<file path="src/rtl/mem_port_arbiter.sv">
// mem_port_arbiter: two-requester arbiter/sequencer onto a single-port synchronous memory.
// Define MEM_PORT_ARBITER_RR_EN for round-robin tie-break; default is fixed priority (r0 wins).
module mem_port_arbiter #(
  parameter int ADDR_W = 8,
  parameter int DATA_W = 8
) (
  input  logic              clk,
  input  logic              reset,
  input  logic              r0_req,
  input  logic              r0_we,
  input  logic [ADDR_W-1:0] r0_addr,
  input  logic [DATA_W-1:0] r0_wdata,
  output logic              r0_gnt,
  output logic              r0_rvalid,
  output logic [DATA_W-1:0] r0_rdata,
  input  logic              r1_req,
  input  logic              r1_we,
  input  logic [ADDR_W-1:0] r1_addr,
  input  logic [DATA_W-1:0] r1_wdata,
  output logic              r1_gnt,
  output logic              r1_rvalid,
  output logic [DATA_W-1:0] r1_rdata,
  output logic              mem_en,
  output logic              mem_we,
  output logic [ADDR_W-1:0] mem_addr,
  output logic [DATA_W-1:0] mem_wdata,
  input  logic [DATA_W-1:0] mem_rdata,
  output logic              busy,
  output logic              owner
);
  typedef enum logic [1:0] {IDLE, ACCESS, RESP} state_t;
  state_t            state_q, state_d;
  logic              owner_q, owner_d;
  logic              busy_q, busy_d;
  logic              gnt0_q, gnt0_d, gnt1_q, gnt1_d;
  logic              en_q, en_d, we_q, we_d;
  logic              rv0_q, rv0_d, rv1_q, rv1_d;
  logic [ADDR_W-1:0] addr_q, addr_d;
  logic [DATA_W-1:0] wdata_q, wdata_d;
  logic              grant, win;
  assign grant = (state_q == IDLE) && (r0_req || r1_req);
`ifdef MEM_PORT_ARBITER_RR_EN
  logic last_q, last_d;
  // ties go to whoever was not granted last; lone requesters always win
  assign win    = (r0_req && r1_req) ? ~last_q : ~r0_req;
  assign last_d = grant ? win : last_q;
  always_ff @(posedge clk or posedge reset) begin
    if (reset) last_q <= 1'b1;
    else       last_q <= last_d;
  end
`else
  assign win = ~r0_req;
`endif
  always_comb begin
    state_d = state_q;
    owner_d = owner_q;
    gnt0_d  = 1'b0;
    gnt1_d  = 1'b0;
    en_d    = 1'b0;
    we_d    = 1'b0;
    addr_d  = '0;
    wdata_d = '0;
    rv0_d   = 1'b0;
    rv1_d   = 1'b0;
    if (grant) begin
      state_d = ACCESS;
      owner_d = win;
      gnt0_d  = ~win;
      gnt1_d  = win;
      en_d    = 1'b1;
      we_d    = win ? r1_we : r0_we;
      addr_d  = win ? r1_addr : r0_addr;
      wdata_d = we_d ? (win ? r1_wdata : r0_wdata) : '0;
    end else if (state_q == ACCESS) begin
      state_d = we_q ? IDLE : RESP;
      rv0_d   = ~we_q & ~owner_q;
      rv1_d   = ~we_q & owner_q;
    end else if (state_q == RESP) begin
      state_d = IDLE;
    end
    busy_d = state_d != IDLE;
  end
  always_ff @(posedge clk or posedge reset) begin
    if (reset) begin
      state_q <= IDLE;
      owner_q <= 1'b0;
      busy_q  <= 1'b0;
      gnt0_q  <= 1'b0;
      gnt1_q  <= 1'b0;
      en_q    <= 1'b0;
      we_q    <= 1'b0;
      addr_q  <= '0;
      wdata_q <= '0;
      rv0_q   <= 1'b0;
      rv1_q   <= 1'b0;
    end else begin
      state_q <= state_d;
      owner_q <= owner_d;
      busy_q  <= busy_d;
      gnt0_q  <= gnt0_d;
      gnt1_q  <= gnt1_d;
      en_q    <= en_d;
      we_q    <= we_d;
      addr_q  <= addr_d;
      wdata_q <= wdata_d;
      rv0_q   <= rv0_d;
      rv1_q   <= rv1_d;
    end
  end
  assign r0_gnt    = gnt0_q;
  assign r1_gnt    = gnt1_q;
  assign r0_rvalid = rv0_q;
  assign r1_rvalid = rv1_q;
  assign r0_rdata  = rv0_q ? mem_rdata : '0;
  assign r1_rdata  = rv1_q ? mem_rdata : '0;
  assign mem_en    = en_q;
  assign mem_we    = we_q;
  assign mem_addr  = addr_q;
  assign mem_wdata = wdata_q;
  assign busy      = busy_q;
  assign owner     = owner_q;
endmodule

</file>
<file path="config.mk">
export PLATFORM = sky130hd
export DESIGN_NAME = mem_port_arbiter
export DESIGN_NICKNAME = d
export VERILOG_FILES = /design/src/rtl/mem_port_arbiter.sv
export SDC_FILE = /design/constraint.sdc
export NUM_CORES = 1
export LEC_CHECK = 0
export ABC_AREA = 1
export ABC_CLOCK_PERIOD_IN_PS = 1300
export CAP_MARGIN = 30
export CORE_AREA = 2 2 76 56
export CTS_CLUSTER_DIAMETER = 30
export DETAILED_ROUTE_END_ITERATION = 10
export DIE_AREA = 0 0 78 58
export PLACE_DENSITY = 0.88
export SYNTH_ARGS = -nofsm -noshare
export SYNTH_HDL_FRONTEND = slang
export SYNTH_SLANG_ARGS = --single-unit
</file>
<file path="constraint.sdc">
create_clock -name clk -period 1.3 [get_ports clk]
set_clock_uncertainty 0.15 [all_clocks]
set_input_delay 0.26 -clock clk [delete_from_list [all_inputs] [get_ports clk]]
set_output_delay 0.26 -clock clk [all_outputs]
set_load 0.02 [all_outputs]
</file>
# Word-level counts from Yosys, hierarchy flattened
# Cells that the tools add are included.
[totals]
ff_bits = 26
elab_cells = 42
[op_classes]
n_eq_ne = 2
n_mux = 20
n_bitwise = 5
n_reduce_logical = 4
[ops]
columns = ["cell", "n"]
rows = [
  ["$mux W8", 7],
  ["$mux W1", 9],
  ["$mux W2", 4],
  ["$not A1 Y1", 3],
  ["$and A1 B1 Y1", 2],
  ["$eq A2 B1 Y1 const B", 1],
  ["$eq A2 B2 Y1 const B", 1],
  ["$logic_not A2 Y1", 1],
  ["$reduce_bool A2 Y1", 1],
  ["$logic_and A1 B1 Y1", 1],
  ["$logic_or A1 B1 Y1", 1],
]

# Logic depth before layout (Yosys ltp)
[logic_depth]
word_depth = 5
mapped_depth = 7
ltp_nobuf = 5

# Worst setup path before layout
# No wires, ideal clock.
[synth_timing]
path_type = "flip-flop to output port"
from = "register rv0_q (netlist: r0_rvalid)"
to = "output r0_rdata[0]"
arrival_time_ns = 0.893
required_ns = 0.890
path_slack_ns = -0.003
path_stages_with_launch = 4
cell_sequence = "dfrtp_1 > clkbuf_1 > nand2_1 > inv_1"
[synth_via]
elab_chain_len = 1
[synth_rtl]
columns = ["item", "line", "text"]
rows = [
  ["from (decl)", "37", "logic rv0_q, rv0_d, rv1_q, rv1_d;"],
  ["from (signal assigned)", "106", "rv0_q <= rv0_d;"],
  ["$mux W8", "114", "assign r0_rdata = rv0_q ? mem_rdata : '0;"],
  ["to (decl)", "15", "output logic [DATA_W-1:0] r0_rdata,"],
]
# No other way between the ends.

# Final worst setup path
[layout_timing]
from = "register rv1_q (netlist: r1_rvalid)"
to = "output r1_rdata[6]"
[layout_via]
elab_chain_len = 1
[layout_rtl]
columns = ["item", "line", "text"]
rows = [
  ["from (decl)", "37", ""],
  ["from (signal assigned)", "107", "rv1_q <= rv1_d;"],
  ["$mux W8", "115", "assign r1_rdata = rv1_q ? mem_rdata : '0;"],
  ["to (decl)", "22", "output logic [DATA_W-1:0] r1_rdata,"],
]
# No other way between the ends.

==> impl_metrics.ini <==
[outcome]
status = finished with violations
violations = setup timing

[route]
drt-total-wl_um = 3410
drcViolationCount = 0
via_count = 1288
drtAntennaViolNets = 0
wl_per_cell_um = 11.2
drtIter0Drc = 31
dr.pass1.iters = 4
via_per_inst = 4.24

[cts]
root_buffer = clkbuf_8
worstSkewPairLatency_ns = 0.27
cts_made_buffers = 3
cts_buffer_depth = 2
ctsHoldBuffers = 0
tritoncts = built
path_clk_slew_ns = 0.09
cts.sinks = 26
htreeDepth = 1

[final_layout]
syn2layout_area_growth_pct = 78.0
nets = 299
drive_gt1_share_pct = 38.5
utilization_pct = 60.0
diodes = 0

[timing]
period_share_pct = 114
whs_ns = 0.168
grt_setup_unrepaired = yes
finalCriticalPeriod_ns = 1.48
slew_headroom_pct = 82.0
fmax_ghz = 0.674
worstMarginPinSlew_ns = 0.270
setup_viol = 18
fin_ws_ns = -0.184
hold_viol_final = 0
final_max_slew_viol_count = 0

[synthesis]
synthesis.area_mm2 = 0.00128
synth-xor-area-share_pct = 0
synth_ff_type = dfrtp_1
synth_top_family_by_area = simple AND/OR/NAND/NOR gates
synth_most_common_cell = nand2_1
yosysUniqueCellTypes = 17
synth_top_area_share_pct = 50.7
ys_seq_area_share_pct = 50.7
synth_cells = 157
synth_fp_nets = 203
synth_seq_cells = 26
synth_area_per_cell_um2 = 8.17
synth_area_leaders = dfrtp_1 51%, nand2_1 20%, inv_1 7.0%
synth_fa_ha_area_share_pct = 0
synth_compound_area_share_pct = 6.63
synthMuxAreaShare_pct = 0
synth-edff-count = 0
ys_top_cells_by_count = 69 x nand2_1, 26 x dfrtp_1, 24 x inv_1, 10 x nor2_1, 8 x a21oi_2
ys_async_sr_fraction_pct = 100
synthSimpleGateAreaFrac_pct = 28.0
yosysWarnings = 0
yosysTopAreaCell = dfrtp_1

[worst_setup_path]
crit_start = r1_rvalid
cp.arrival_ns = 1.07
r2r_start = state_q[1]
endpoint_kind = output port
crit_fanout = 5
path_class = flip-flop to output port
worstSetupStartpointType = flip-flop
required_ns = 0.89

[global_routing]
grt_max_degree = 22
grt_pass1_vias = 1255
met3_usage_pct = 4.98
grtUsageTotal_pct = 15.3
grt_pass1_wl_um = 5400
grt_overflow = 0
use_met1_pct = 16.4
grt_util_met2_pct = 28.9
busiest_layer = met2
antenna_found_initial = 0

[placed_design]
dp_hpwl_um = 2560
gp_congestion = 0.704
portBuffers = 85

[flow_run]
cap_viol_max_count = 0

[power]
sw_frac_of_total_pct = 38.6
combPwrFrac_pct = 50.3
power_leakage_uw = 0.00130
clkPwrFrac_pct = 15.7
seq_power_share_pct = 34.0
p_sw_uw = 1270
irDropWorstVdd_mv = 0.639
p_per_area_mw_per_mm2 = 1440
p_int_uw = 2020

[floorplan]
num_rows = 19
die-area_mm2 = 0.00452
ios = 86
core-area_mm2 = 0.00380
initial_core_util_pct = 33.7
dieWidth_um = 78
die_h_um = 58

[worst_hold_path]
hold_path_class = input pin to asynchronous set/reset pin
metal layers:
metal	vias to the layer above	wire length (µm)
met2	63	1720
met3	2	280
met4	0	27
met1	579	1390
met5	-	0
li1	644	-
worst max-delay path, stage by stage, from the launching register on:
cell,delay [ns]
dfrtp_2,0.44
buf_12,0.15
nand2_1,0.06
inv_1,0.04
buf_6,0.12
placed cells by master, fill, tap and decap left out, drive strengths merged:
master and n:
dfrtp 26, clkdlybuf4s50 38, a21oi 9, nand2 74, inv 25, nand3 1
nor2 11, dlygate4sd2 7, buf 54, nor3 1, clkbuf 4, o21ai 2
kinds of logic after synthesis:
logic type,Yosys count
buf+inv,33
compound gates,11
flops,26
simple gates,87
worst paths after layout:
kind                                 to  slack, ns  cells past startpoint
setup / recovery            r1_rdata[6]      -0.18                      4
hold / removal                     busy       0.17                      3
setup reg to reg           mem_wdata[5]       0.09                      4
hold reg to reg               r0_rvalid       0.36                      1
max in group asynchronous    state_q[1]       0.68                      3
min in group clk              r0_rvalid       0.36                      1
repair_timing:
action / in CTS / in global routing
resized for setup: 204 / 31
endpoints found under the setup margin: 58 / 36
endpoints found under the hold margin: 0 / 0
setup buffers: 2 / 1
pin swaps: 8 / 4
cell type report:
cell class,count,area (µm²)
clock buffers,4,55.1
fillers,337,1520
inverters,25,98.8
multi-input cells,98,499
flip-flops and latches,26,654
well taps,52,65.1
repair buffers,99,911
stage by stage:
| step | instances | power (µW) | instance area [µm²] | TNS [ns] | setup WS, ns |
|---|---|---|---|---|---|
| 2_1_floorplan | 157 | 1960 | 1280 | 0 | 0.00208 |
| 3_3_place_gp | 297 | 2740 | 2230 | -16.36 | -0.552 |
| 3_5_place_dp | 297 | 2770 | 2230 | -16.48 | -0.572 |
| 4_1_cts | 303 | 3260 | 2250 | -2.15 | -0.195 |
| 5_1_grt | 304 | 3520 | 2280 | -3.26 | -0.231 |
| 6_report | 304 | 3300 | 2280 | -2.45 | -0.184 |
flip-flops by register name (all words and copies together), names as in the netlist:
name       flops
mem_wdata      8
r0_gnt         1
r1_rvalid      1
busy           1
r1_gnt         1
mem_addr       8
mem_we         1
r0_rvalid      1
state_q        2
mem_en         1
owner          1
power by group through the flow:
stage	Combinational, µW	Sequential (µW)	Clock (µW)
after floorplan	630	1330	0
after global placement	1600	1140	0
after detailed placement	1630	1150	0
after CTS	1610	1120	531
after global routing	1790	1150	575
final	1660	1120	518
Power figures use the tool's default switching activity.
